==> src/rtl/pipe_pkg.sv <==
// Shared definitions for the EX/MEM pipeline register slice: control bit positions
// and the skid buffer occupancy states.
package pipe_pkg;

  localparam int CTRL_REGWRITE = 0;
  localparam int CTRL_MEMTOREG = 1;
  localparam int CTRL_MEMWRITE = 2;
  localparam int CTRL_MEMREAD  = 3;

  typedef enum logic [1:0] {
    EMPTY = 2'd0,
    HALF  = 2'd1,
    FULL  = 2'd2
  } state_t;

endpackage

==> src/rtl/pipe_slot.sv <==
// One EX/MEM entry register: control, ALU result, store data and rd, loaded on i_load.
// Control bits can be cleared alone so killed entries never act, while data keeps its value.
module pipe_slot
  import pipe_pkg::*;
#(
  parameter int XLEN   = 64,
  parameter int RD_W   = 5,
  parameter int CTRL_W = 4
) (
  input  logic              clk,
  input  logic              reset,
  input  logic              i_load,
  input  logic              i_clr_ctrl,
  input  logic [CTRL_W-1:0] i_ctrl,
  input  logic [XLEN-1:0]   i_alu,
  input  logic [XLEN-1:0]   i_store,
  input  logic [RD_W-1:0]   i_rd,
  output logic [CTRL_W-1:0] o_ctrl,
  output logic [XLEN-1:0]   o_alu,
  output logic [XLEN-1:0]   o_store,
  output logic [RD_W-1:0]   o_rd
);

  logic [CTRL_W-1:0] r_ctrl;
  logic [XLEN-1:0]   r_alu;
  logic [XLEN-1:0]   r_store;
  logic [RD_W-1:0]   r_rd;

  always_ff @(posedge clk) begin
    if (reset) begin
      r_ctrl  <= '0;
      r_alu   <= '0;
      r_store <= '0;
      r_rd    <= '0;
    end else begin
      if (i_clr_ctrl)  r_ctrl <= '0;
      else if (i_load) r_ctrl <= i_ctrl;
      if (i_load) begin
        r_alu   <= i_alu;
        r_store <= i_store;
        r_rd    <= i_rd;
      end
    end
  end

  assign o_ctrl  = r_ctrl;
  assign o_alu   = r_alu;
  assign o_store = r_store;
  assign o_rd    = r_rd;

endmodule

==> src/rtl/ex_mem_skid_stage.sv <==
// EX/MEM pipeline stage as a 2-entry in-order skid buffer (main slot drives outputs,
// skid slot catches the entry accepted while MEM stalls); in_ready is fully registered.
module ex_mem_skid_stage
  import pipe_pkg::*;
#(
  parameter int XLEN   = 64,
  parameter int RD_W   = 5,
  parameter int CTRL_W = 4
) (
  input  logic              clk,
  input  logic              reset,
  input  logic              flush,
  input  logic              in_valid,
  output logic              in_ready,
  input  logic [CTRL_W-1:0] in_ctrl,
  input  logic [XLEN-1:0]   in_alu,
  input  logic [XLEN-1:0]   in_store,
  input  logic [RD_W-1:0]   in_rd,
  output logic              out_valid,
  input  logic              out_ready,
  output logic [CTRL_W-1:0] out_ctrl,
  output logic [XLEN-1:0]   out_alu,
  output logic [XLEN-1:0]   out_store,
  output logic [RD_W-1:0]   out_rd,
  output logic [1:0]        occupancy
);

  // Handshake: a transfer happens on a rising edge where valid and ready are both 1;
  // valid never waits on ready, and in_ready depends only on registered state.
  state_t            r_state;
  logic              r_in_ready;
  logic [1:0]        r_occupancy;

  logic              w_accept;
  logic              w_consume;
  logic [CTRL_W-1:0] w_cap_ctrl;
  logic              w_main_load;
  logic              w_skid_load;
  logic              w_main_from_skid;
  logic [CTRL_W-1:0] w_main_in_ctrl;
  logic [XLEN-1:0]   w_main_in_alu;
  logic [XLEN-1:0]   w_main_in_store;
  logic [RD_W-1:0]   w_main_in_rd;
  logic [CTRL_W-1:0] w_main_ctrl;
  logic [CTRL_W-1:0] w_skid_ctrl;
  logic [XLEN-1:0]   w_skid_alu;
  logic [XLEN-1:0]   w_skid_store;
  logic [RD_W-1:0]   w_skid_rd;

  assign out_valid = (r_state != EMPTY);
  assign w_accept  = in_valid & r_in_ready;
  assign w_consume = out_valid & out_ready;

  // Writes to x0 are dropped at capture so downstream never has to check rd.
  always_comb begin
    w_cap_ctrl = in_ctrl;
    w_cap_ctrl[CTRL_REGWRITE] = in_ctrl[CTRL_REGWRITE] & (in_rd != '0);
  end

  assign w_main_from_skid = (r_state == FULL);
  assign w_main_load = ~flush & (((r_state == EMPTY) & w_accept) |
                                 ((r_state == HALF) & w_accept & w_consume) |
                                 ((r_state == FULL) & w_consume));
  assign w_skid_load = ~flush & (r_state == HALF) & w_accept & ~w_consume;

  assign w_main_in_ctrl  = w_main_from_skid ? w_skid_ctrl  : w_cap_ctrl;
  assign w_main_in_alu   = w_main_from_skid ? w_skid_alu   : in_alu;
  assign w_main_in_store = w_main_from_skid ? w_skid_store : in_store;
  assign w_main_in_rd    = w_main_from_skid ? w_skid_rd    : in_rd;

  pipe_slot #(.XLEN(XLEN), .RD_W(RD_W), .CTRL_W(CTRL_W)) u_main (
    .clk        (clk),
    .reset      (reset),
    .i_load     (w_main_load),
    .i_clr_ctrl (flush),
    .i_ctrl     (w_main_in_ctrl),
    .i_alu      (w_main_in_alu),
    .i_store    (w_main_in_store),
    .i_rd       (w_main_in_rd),
    .o_ctrl     (w_main_ctrl),
    .o_alu      (out_alu),
    .o_store    (out_store),
    .o_rd       (out_rd)
  );

  pipe_slot #(.XLEN(XLEN), .RD_W(RD_W), .CTRL_W(CTRL_W)) u_skid (
    .clk        (clk),
    .reset      (reset),
    .i_load     (w_skid_load),
    .i_clr_ctrl (flush),
    .i_ctrl     (w_cap_ctrl),
    .i_alu      (in_alu),
    .i_store    (in_store),
    .i_rd       (in_rd),
    .o_ctrl     (w_skid_ctrl),
    .o_alu      (w_skid_alu),
    .o_store    (w_skid_store),
    .o_rd       (w_skid_rd)
  );

  always_ff @(posedge clk) begin
    if (reset || flush) begin
      r_state     <= EMPTY;
      r_in_ready  <= 1'b1;
      r_occupancy <= 2'd0;
    end else begin
      unique case (r_state)
        EMPTY: if (w_accept) begin
          r_state     <= HALF;
          r_occupancy <= 2'd1;
        end
        HALF: if (w_accept && !w_consume) begin
          r_state     <= FULL;
          r_in_ready  <= 1'b0;
          r_occupancy <= 2'd2;
        end else if (!w_accept && w_consume) begin
          r_state     <= EMPTY;
          r_occupancy <= 2'd0;
        end
        FULL: if (w_consume) begin
          r_state     <= HALF;
          r_in_ready  <= 1'b1;
          r_occupancy <= 2'd1;
        end
        default: begin
          r_state     <= EMPTY;
          r_in_ready  <= 1'b1;
          r_occupancy <= 2'd0;
        end
      endcase
    end
  end

  // A bubble must never carry a write enable into MEM or WB.
  assign out_ctrl  = out_valid ? w_main_ctrl : '0;
  assign in_ready  = r_in_ready;
  assign occupancy = r_occupancy;

endmodule

==> config.mk <==
export PLATFORM = sky130hd
export DESIGN_NAME = ex_mem_skid_stage
export DESIGN_NICKNAME = d
export VERILOG_FILES = /design/src/rtl/pipe_pkg.sv /design/src/rtl/pipe_slot.sv /design/src/rtl/ex_mem_skid_stage.sv
export SDC_FILE = /design/constraint.sdc
export NUM_CORES = 1
export LEC_CHECK = 0
export CORE_MARGIN = 2
export CORE_UTILIZATION = 54
export DETAILED_ROUTE_END_ITERATION = 6
export PLACE_DENSITY = 0.85
export SLEW_MARGIN = 20
export SYNTH_ARGS = -nofsm -noshare
export SYNTH_HDL_FRONTEND = slang
export SYNTH_HIERARCHICAL = 1
export SYNTH_SLANG_ARGS = --single-unit
export TNS_END_PERCENT = 30
==> constraint.sdc <==
create_clock -name clk -period 4.1 [get_ports clk]
set_input_delay 0.41 -clock clk [delete_from_list [all_inputs] [get_ports clk]]
set_output_delay 0.41 -clock clk [all_outputs]
set_load 0.005 [all_outputs]
# --- Word level (Yosys, flattened, before mapping) ---
# Index checks and enable logic that the tools add are counted.
# W data, S select, Z words.
op_classes:
  addsub: 0
  multipliers: 0
  div: 0
  magnitude_cmp: 0
  eq_ne: 6
  n_shift: 0
  n_mux: 13
  n_bitwise: 16
  n_reduce_logical: 11
op_table:
  columns: ["cell", "n"]
  rows:
  - ["$mux W64", 2]
  - ["$and A1 B1 Y1", 11]
  - ["$mux W2", 4]
  - ["$mux W4", 2]
  - ["$pmux W2 S3", 1]
  - ["$reduce_and A3 Y1", 2]
  - ["$mux W5", 1]
  - ["$reduce_bool A5 Y1", 1]
  - ["$ne A2 B2 Y1 const B", 2]
  - ["$ne A3 B1 Y1 const B", 1]
  - ["$not A1 Y1", 3]
  - ["$pmux W1 S3", 1]
  - ["$eq A2 B1 Y1 const B", 1]
  - ["$eq A2 B2 Y1 const B", 1]
  - ["$logic_and A1 B1 Y1", 2]
  - ["$logic_not A1 Y1", 2]
  - ["$logic_not A2 Y1", 1]
  - ["$mux W1", 2]
  - ["$ne A2 B1 Y1 const B", 1]
  - ["$or A1 B1 Y1", 2]
  - ["$reduce_bool A2 Y1", 1]
  - ["$reduce_or A2 Y1", 1]
  - ["$logic_or A1 B1 Y1", 1]
totals:
  register_bits: 277
  latch_bits: 0
  ram_bits: 0
  romBits: 0
  out_inout_bits: 141
  wordCells: 56
  memories: 0

# --- Longest topological paths before layout ---
# Gate-level depths: netlist (run 1).
logic_depth:
  word_depth: 6
  ltp_mapped: 10

# --- By module ---
# The synthesis (run 1) kept the hierarchy.
modules_own_cells:
  columns: ["module", "n_inst", "cells_each", "area_per_inst_um2", "seq_area_each_um2"]
  rows:
  - ["pipe_slot", 2, 441, 4997.3, 2742.6]
  - ["ex_mem_skid_stage", 1, 182, 2319.7, 60.1]

# --- Least setup slack after synthesis (run 1) ---
# No wires, ideal clock.
synth_timing:
  path_type: "flip-flop to flip-flop"
  start: "register occupancy[1] (netlist name)"
  end: "register u_main.r_alu[33], in the netlist u_main/o_alu[33]"
  arrival_time_ns: 1.921
  slack_ns: 2.061
  stages_incl_launch_ff: 11
  path_buffers: 5
  synth_period_minus_slack_ns: 2.039
  cell_sequence: "dfxtp_1 -> nor2b_1 -> buf_2 -> buf_8 -> buf_8 -> nand2_1 -> a21oi_1 -> buf_6 -> buf_12 -> mux2i_1 -> nor2_1"
synth_rtl:
  columns: ["element", "line_no", "text"]
  rows:
  - ["end signal, assigned", "pipe_slot.sv:39", "r_alu <= i_alu;"]
  - ["end, declared", "pipe_slot.sv:25", "logic [XLEN-1:0] r_alu;"]

==> flow_metrics.py, run 1 <==
metrics = {
    "synth": {
        "synth_top_area_share_pct": 45.0,
        "synth-simple-area-share_pct": 9.40,
        "synth_top_family_by_area": "multiplexers",
        "synthXorXnorAreaFrac_pct": 0.0711,
        "synth_edf_count": 0,
        "synthTopCellsByCount": "277 x dfxtp_1, 274 x mux2i_1, 269 x nor2_1, 97 x mux2_4, 40 x mux2_2",
        "synth_ff_type": "dfxtp_1",
        "synth_area_um2": 12300,
        "synth_top_area_cell": "dfxtp_1",
        "synthTopCellsByArea": "dfxtp_1 45%, mux2i_1 22%, mux2_4 12%",
        "synth_compound_area_share_pct": 0.254,
        "ys_seq_area_share_pct": 45.0,
        "synth_warnings": 6,
        "syn_area_per_cell_um2": 11.6,
        "ys_ff_latch": 277,
        "yosysUniqueCellTypes": 27,
        "synth_nets": 1206,
        "synth.most_common_cell": "dfxtp_1",
        "async_reset_ff_share_pct": 0,
        "synthCells": 1064,
        "yosys-mux-area-fraction_pct": 37.8,
        "synthAdderAreaFrac_pct": 0,
    },
    "drt": {
        "num_vias": 8368,
        "wl_per_cell_um": 16.7,
        "via_per_inst": 5.18,
        "drtIter0Drc": 473,
        "ant_nets": 0,
        "wirelength_mm": 26.9,
        "drt_pass1_iterations": 6,
        "drcViolationCount": 0,
    },
    "grt": {
        "grt_usage_pct": 21.2,
        "use_met1_pct": 25.3,
        "antenna_found_initial": 1,
        "grt_max_degree": 143,
        "met3_usage_pct": 5.40,
        "grtUsageMet2_pct": 37.3,
        "top_usage_layer": "met2",
        "overflow": 0,
        "grt_first_pass_wirelength_mm": 42.2,
        "grt_pass1_vias": 8482,
    },
    "worst_setup_path": {
        "crit_arrival_ns": 2.95,
        "crit_family": "buffers and inverters",
        "cp_num_buf_inv": 2,
        "worstPathMaxFanout": 72,
        "crit_top_cell": "buf_12",
        "path_cells": "nor2b_4 > buf_12 > nand2_1 > a21oi_4 > buf_12 > mux2i_1 > nor2_1",
        "crit_slowest_cell": "dfxtp_1",
        "crit_type": "register to register",
        "cp_slowest_stage_delay_ns": 0.47,
        "endpoint_kind": "register",
        "crit_required_ns": 4.48,
        "startpoint_type": "register",
    },
    "timing": {
        "grt_setup_unrepaired": "no",
        "worst_slew_pin_slew_ns": 0.904,
        "drv_slew": 0,
        "min_period_ns": 2.58,
        "setup_viol": 0,
        "fmax_mhz": 388,
        "hold_slack_ns": 0.490,
        "clock_skew_ns": 0.0102,
        "max_slew_margin_pct": 39.7,
        "timing.final.crit_share_pct": 62.9,
        "fin_ws_ns": 1.52,
        "setup-tns-final_ns": 0,
        "hold_violations": 0,
    },
    "cts": {
        "clockBufferDepth": 3,
        "cts.repair.resized": 0,
        "clk_pin_slew_ns": 0.06,
        "clock_sinks": 277,
        "htreeDepth": 1,
        "cts_tree": "yes",
        "cts_buffers": 29,
        "cts_setup_buffers": 0,
        "ctsRootBufferMaster": "clkbuf_16",
        "holdBufCountCts": 0,
        "clk_latency_ns": 0.53,
    },
    "cells_and_area": {
        "finalInstanceArea_um2": 15700,
        "drive_gt1_share_pct": 14.4,
        "nNetsFinal": 1451,
        "n_fill_cell": 1653,
        "utilization_pct": 69.6,
        "area_delta_synth_final_pct": 27.1,
        "fin_cells": 1615,
    },
    "floorplan": {
        "die_area_um2": 24000,
        "coreArea_um2": 22500,
        "dieHeight_um": 155,
        "rows": 55,
        "die_w_um": 155,
        "ios": 283,
        "start_util_pct": 54.7,
    },
    "pwr": {
        "p_leak_nw": 5.80,
        "p_int_mw": 4.65,
        "p_sw_mw": 1.31,
        "power.total_mw": 5.96,
        "seqPwrFrac_pct": 47.2,
        "comb_power_share_pct": 11.3,
        "clkPwrFrac_pct": 41.5,
        "ir_drop_mv": 0.379,
        "power_density_nw_per_um2": 381,
        "netSwitchingFraction_pct": 22.0,
    },
    "run_status": {
        "status": "completed",
    },
    "placed_design": {
        "hpwl_mm": 16.8,
        "dpl_cell_area_um2": 14800,
        "place_ws_ns": 1.20,
        "io_buffers": 282,
        "dp_cells": 1563,
        "place.gp.congestion": 0.739,
    },
    "hold_path": {
        "hold_path.class": "register to register",
    },
    "job": {
        "maxCapViolations": 0,
    },
}
[state kept, by name (all words and copies together) (netlist names)]
name            flops
u_main/o_alu       64
u_main/o_store     64
u_skid/o_alu       64
u_skid/o_store     64
u_main/o_rd         5
u_skid/o_rd         5
u_main/o_ctrl       4
u_skid/o_ctrl       4
occupancy           2
in_ready            1
[cells in the final DEF (no fill, tap or decap), types with 2 or more instances in the layout]
master,instances
mux2_4,97
clkbuf_8,10
clkinv_2,2
clkbuf_16,29
mux2_2,40
dfxtp_1,277
nor4_2,2
nor2_1,269
mux2i_1,274
nor3_1,9
nand2_1,2
clkbuf_1,11
nor2b_1,4
buf_12,7
clkdlybuf4s50_1,281
[final cells by class]
type | count | area [um^2] | share of cell area, %
antenna | 1 | 2.50 | 0.0160
sequential | 277 | 5550 | 35.4
timing repair buffer | 290 | 2970 | 19.0
multi-input combinational | 710 | 5870 | 37.5
clock inverter | 2 | 10.0 | 0.0639
clock buffer | 49 | 891 | 5.69
inverter | 1 | 3.75 | 0.0240
tap | 285 | 357 | 2.28
[power groups by stage]
stage               logic, mW  clock network (mW)  registers [mW]
floorplan               0.359                   0            2.87
global placement        0.657                   0            2.87
detailed placement      0.671                   0            2.87
CTS                     0.676                2.53            2.82
global route            0.719                2.64            2.82
finish                  0.672                2.47            2.82
[cells by family after synthesis]
family                    after synthesis
muxes                                 411
and+or+nand+nor                       293
DFF                                   277
buffers and inverters                  77
AOI/OAI and AO/OA                       5
xor gates and xnor gates                1
[layer usage]
layer / up-vias / routed length, um
met5: - / 0
met4: 0 / 727
met3: 45 / 1740
met2: 203 / 13100
met1: 4011 / 11400
li1: 4109 / -
[path summary, 6_finish.rpt]
check / startpoint / cells after the start / to / slack (ns)
worst max-delay path: occupancy[1]$_SDFFE_PP0P_ / 7 / u_main/o_alu[26]$_SDFFE_PP0P_ / 1.52
worst max register to register: occupancy[1]$_SDFFE_PP0P_ / 7 / u_main/o_alu[26]$_SDFFE_PP0P_ / 1.52
worst min-delay path: u_skid/o_alu[27]$_SDFFE_PP0P_ / 2 / u_skid/o_alu[27]$_SDFFE_PP0P_ / 0.49
worst min register to register: u_skid/o_alu[27]$_SDFFE_PP0P_ / 2 / u_skid/o_alu[27]$_SDFFE_PP0P_ / 0.49
[worst register-to-register path: stages, from the launching register on]
cell and delay [ns]:
dfxtp_1 0.47, nor2b_4 0.26, buf_12 0.42, nand2_1 0.19, a21oi_4 0.22, buf_12 0.39
mux2i_1 0.41, nor2_1 0.06
No activity file was read; power rests on OpenSTA's default activity.
==> run 2, diff against run 1 <==
- CORE_UTILIZATION: 54 -> 46
- PLACE_DENSITY: 0.85 -> 0.77
- clock period: 4.1 -> 2.35 ns (I/O delays scaled with it)
==> run 2 against run 1 <==
Cell count increased by 5.4%. Via count is 1.3% higher. Clock skew rose by 0.0022 ns. Critical path depth decreased by 4. Die area grew 17%. Utilization shrank 7.6 points. Wire length is 4.3% higher. Highest routed layer unchanged. Largest cell class unchanged. Worst hold slack got worse by 0.21 ns. Clock-buffer cell count fell by 6. Global-route usage decreased by 1.9 points. Final area is 3.7% higher. Non-clock buffer count is 37 higher.
==> flow_metrics.py, run 2 (synthesis results as in run 1) <==
metrics = {
    "timing": {
        "setup_viol": 0,
        "grt_setup_unrepaired": "no",
        "min_period_ns": 2.27,
        "clock_skew_ns": 0.0123,
        "worst_slew_pin_slew_ns": 0.627,
        "hold_violations": 0,
        "drv_slew": 0,
        "fmax_mhz": 440,
        "fin_ws_ns": 0.0786,
        "timing.final.crit_share_pct": 96.7,
        "hold_slack_ns": 0.277,
        "max_slew_margin_pct": 58.2,
    },
    "job": {
        "maxCapViolations": 0,
    },
    "cts": {
        "clk_latency_ns": 0.53,
        "clockBufferDepth": 3,
        "cts.repair.resized": 0,
        "cts_setup_buffers": 0,
        "ctsRootBufferMaster": "clkbuf_16",
        "cts_tree": "yes",
        "clk_pin_slew_ns": 0.06,
        "htreeDepth": 1,
        "holdBufCountCts": 0,
        "clock_sinks": 277,
        "cts_buffers": 29,
    },
    "cells_and_area": {
        "finalInstanceArea_um2": 16200,
        "area_delta_synth_final_pct": 31.8,
        "fin_cells": 1702,
        "nNetsFinal": 1488,
        "drive_gt1_share_pct": 17.1,
        "final_common_cell": "clkdlybuf4s50_1",
        "final_cell_mix": "281 x clkdlybuf4s50_1, 277 x dfxtp_1, 274 x mux2i_1",
    },
    "worst_setup_path": {
        "r2r-start": "occupancy[0]$_SDFFE_PP0P_",
        "crit_arrival_ns": 2.04,
        "worstPathMaxFanout": 7,
        "crit_required_ns": 2.12,
        "startpoint": "occupancy[0]$_SDFFE_PP0P_",
        "crit_type": "register to output pin",
        "startpoint_type": "register",
        "endpoint_kind": "output pin",
    },
    "floorplan": {
        "dieHeight_um": 168,
        "rows": 59,
        "start_util_pct": 47.0,
        "die_area_um2": 28100,
        "die_w_um": 168,
        "coreArea_um2": 26200,
        "ios": 283,
    },
    "grt": {
        "grt_pass1_vias": 8768,
        "overflow": 0,
        "antenna_found_initial": 1,
        "grt_max_degree": 88,
        "grt_usage_pct": 19.3,
        "grt_first_pass_wirelength_mm": 44.9,
    },
    "pwr": {
        "p_leak_nw": 6.07,
        "power.total_mw": 10.7,
        "netSwitchingFraction_pct": 22.0,
        "clkPwrFrac_pct": 42.4,
        "ir_drop_mv": 0.499,
        "p_int_mw": 8.34,
        "power_density_nw_per_um2": 659,
        "seqPwrFrac_pct": 46.0,
        "comb_power_share_pct": 11.6,
        "p_sw_mw": 2.36,
    },
    "placed_design": {
        "dp_cells": 1650,
        "io_buffers": 282,
        "hpwl_mm": 19.2,
        "place_ws_ns": -0.0378,
        "dpl_cell_area_um2": 15300,
        "place.gp.congestion": 0.754,
    },
    "hold_path": {
        "hold_path.class": "primary input to register",
        "min_from": "reset",
    },
    "drt": {
        "wl_per_cell_um": 16.5,
        "via_per_inst": 4.98,
        "ant_nets": 0,
        "wirelength_mm": 28.0,
        "num_vias": 8477,
        "drcViolationCount": 0,
        "drt_pass1_iterations": 4,
        "drtIter0Drc": 383,
    },
    "run_status": {
        "status": "completed",
    },
}
-- run 2: final timing paths --
| kind | slack [ns] | cells after the start | to |
|---|---|---|---|
| setup reg to reg | 0.27 | 7 | u_main/o_alu[63]$_SDFFE_PP0P_ |
| setup / recovery | 0.08 | 3 | out_ctrl[1] |
| hold / removal | 0.28 | 2 | u_main/o_alu[41]$_SDFFE_PP0P_ |
| hold reg to reg | 0.49 | 2 | u_main/o_store[48]$_SDFFE_PP0P_ |
-- run 2: power groups by stage --
stage | Clock [mW] | Combinational [mW] | Sequential [mW]
4_1_cts | 4.65 | 1.25 | 4.92
2_1_floorplan | 0 | 0.627 | 5.01
3_3_place_gp | 0 | 1.22 | 5.02
3_5_place_dp | 0 | 1.25 | 5.02
5_1_grt | 4.86 | 1.33 | 4.93
6_report | 4.54 | 1.24 | 4.92
-- run 2: routing by layer --
layer | up-vias | wire (um) | GRT usage [%] | share of wire, %
met3 | 54 | 1840 | 4.89 | 6.6
met2 | 217 | 13400 | 33.8 | 48
met1 | 4033 | 12000 | 23.3 | 43
met4 | 0 | 794 | 6.28 | 2.8
met5 | - | 0 | 0 | 0
li1 | 4173 | - | - | -
-- run 2: metrics by stage --
step	util, %	setup TNS, ns
after global routing	61.9	0
after detailed placement	58.3	-0.569
final	61.9	0
after floorplan	-	0
after global placement	58.3	0
after CTS	61.9	0
-- run 2: worst max-delay path: stages (launching register included) --
cell and delay [ns]:
dfxtp_1 0.50, nor2_1 0.18, nor2b_1 0.27, clkdlybuf4s50_1 0.55
-- run 2: layout make-up --
cell class	instances	area, um^2
fill	2100	9980
antenna	1	2.50
inverter	1	3.75
timing repair buffer	327	3440
multi-input combinational	710	5870
clock buffer	43	858
sequential	277	5550
clock inverter	8	90.1
tap	335	419
==> run 3, diff against run 2 <==
--- a/config.mk
+++ b/config.mk
@@ -9,4 +9,5 @@
 export CORE_UTILIZATION = 46
 export DETAILED_ROUTE_END_ITERATION = 6
+export GPL_TIMING_DRIVEN = 0
 export PLACE_DENSITY = 0.77
 export SLEW_MARGIN = 20
==> constraint.sdc (replaced) <==
create_clock -name clk -period 2.35 [get_ports clk]
set_input_delay 0.235 -clock clk [delete_from_list [all_inputs] [get_ports clk]]
set_output_delay 0.235 -clock clk [all_outputs]
set_load 0.05 [all_outputs]
==> run 3 against run 2 <==
Die area is the same. Sequential share of layout area down 0.68 points. First-iteration DRC count fell by 1.3%. Sequential cell count is the same. Critical path depth grew 7. Wire length is 4.5% higher.
==> flow_metrics.py, run 3 (synthesis results as in run 1) <==
metrics = {
    "run_status": {
        "status": "completed",
    },
    "cells_and_area": {
        "final_common_cell": "clkdlybuf4s50_1",
        "area_delta_synth_final_pct": 34.5,
        "nNetsFinal": 1523,
        "utilization_pct": 63.2,
        "final_cell_mix": "277 x clkdlybuf4s50_1, 276 x dfxtp_1, 274 x mux2i_1",
        "n_fill_cell": 2090,
        "fin_cells": 1740,
        "finalInstanceArea_um2": 16600,
        "drive_gt1_share_pct": 19.0,
    },
    "grt": {
        "overflow": 0,
        "grt_first_pass_wirelength_mm": 45.9,
        "grt_pass1_vias": 8548,
        "met3_usage_pct": 5.11,
        "grtUsageMet2_pct": 33.4,
        "use_met1_pct": 26.1,
        "grt_usage_pct": 20.1,
        "top_usage_layer": "met2",
        "grt_max_degree": 15,
        "antenna_found_initial": 2,
    },
    "cts": {
        "clockBufferDepth": 3,
        "cts_buffers": 29,
        "htreeDepth": 1,
        "clk_pin_slew_ns": 0.06,
        "clk_latency_ns": 0.53,
        "cts_tree": "yes",
        "clock_sinks": 277,
        "holdBufCountCts": 0,
        "ctsRootBufferMaster": "clkbuf_16",
    },
    "pwr": {
        "power.total_mw": 11.1,
        "ir_drop_mv": 0.470,
        "power_density_nw_per_um2": 668,
        "p_leak_nw": 6.27,
    },
    "worst_setup_path": {
        "startpoint_type": "register",
        "cp_slowest_stage_delay_ns": 0.40,
        "worstPathMaxFanout": 10,
        "crit_slowest_cell": "dfxtp_2",
        "crit_type": "register to register",
        "r2r-start": "occupancy[1]$_SDFFE_PP0P_",
        "crit_top_cell": "buf_12",
        "path_cells": "nor2b_1 > buf_2 > buf_12 > buf_8 > nand2_1 > a21oi_4 > clkbuf_16 > buf_12 > mux2i_1 > nor2_1",
        "endpoint_kind": "register",
        "crit_required_ns": 2.77,
        "startpoint": "occupancy[1]$_SDFFE_PP0P_",
        "crit_arrival_ns": 2.57,
    },
    "drt": {
        "wirelength_mm": 29.3,
        "num_vias": 8573,
        "drtIter0Drc": 378,
        "drcViolationCount": 0,
        "via_per_inst": 4.93,
        "drt_pass1_iterations": 6,
        "wl_per_cell_um": 16.8,
        "ant_nets": 0,
    },
    "timing": {
        "clock_skew_ns": 0.0101,
        "hold_violations": 0,
        "min_period_ns": 2.16,
        "grt_setup_unrepaired": "no",
        "fmax_mhz": 464,
        "worst_slew_pin_slew_ns": 0.825,
        "drv_slew": 0,
        "fin_ws_ns": 0.194,
        "setup_viol": 0,
        "max_slew_margin_pct": 45.0,
        "setup-tns-final_ns": 0,
        "timing.final.crit_share_pct": 91.8,
        "hold_slack_ns": 0.346,
    },
    "floorplan": {
        "ios": 283,
        "die_w_um": 168,
        "die_area_um2": 28100,
        "dieHeight_um": 168,
        "rows": 59,
        "coreArea_um2": 26200,
        "start_util_pct": 47.0,
    },
    "placed_design": {
        "dpl_cell_area_um2": 15600,
        "io_buffers": 282,
        "dp_cells": 1681,
        "hpwl_mm": 20.5,
        "place.gp.congestion": 0.771,
        "place_ws_ns": -0.224,
    },
    "job": {
        "maxCapViolations": 0,
    },
    "hold_path": {
        "min_from": "in_store[46]",
        "hold_path.class": "primary input to register",
    },
}
[run 3: changes by cell type in the layout (fill, tap and decap cells not counted), sizes merged]
cell           delta
clkinv            +5
diode             +1
dlygate4sd2       +4
buf              +30
clkdlybuf4s50     -4
clkbuf            -3
clkinvlp          +4
dlymetal6s2s      +1
[run 3: critical path, delay by kind of cell (launching register included)]
kind            cells  cell delay, ns
mux                 1            0.20
simple gates        3            0.31
compound gates      1            0.29
buf+inv             5            0.84
flops               1            0.40
[run 3: path summary, 6_finish.rpt]
kind | to | cells past startpoint | slack (ns)
setup / recovery | u_main/o_alu[10]$_SDFFE_PP0P_ | 10 | 0.19
hold / removal | u_skid/o_store[46]$_SDFFE_PP0P_ | 3 | 0.35
setup reg to reg | u_main/o_alu[10]$_SDFFE_PP0P_ | 10 | 0.19
hold reg to reg | u_skid/o_alu[6]$_SDFFE_PP0P_ | 2 | 0.49
[run 3: report_power, final]
group          total, mW  switching, mW  internal, mW
Sequential          4.91         0.0784          4.84
Clock               4.46           1.88          2.58
Combinational       1.69          0.887         0.806
[run 3: per-layer routing]
metal | vias to the layer above | wire, um | part of all wire, %
met1 | 4056 | 13100 | 45
met3 | 41 | 1850 | 6.3
met4 | 0 | 671 | 2.3
li1 | 4253 | - | -
met5 | - | 0 | 0
met2 | 223 | 13600 | 47
[run 3: timing repair]
item / in CTS / in global routing
endpoints found under the setup margin: 4 / 135
resized for setup: 4 / 6
buffers inserted: 0 / 3
pin swaps: 0 / 1
cloned: 0 / 1
[run 3: area by class of cell]
cell class	instances	area [um^2]	share of cell area, %
repair buffers	286	2870	17.3
well taps	335	419	2.53
clock buffers	36	782	4.72
plain buffers	76	932	5.63
diodes	2	5.00	0.0302
flip-flops and latches	277	5550	33.5
inverters	1	3.75	0.0227
multi-input cells	710	5860	35.4
clock inverters	17	149	0.899
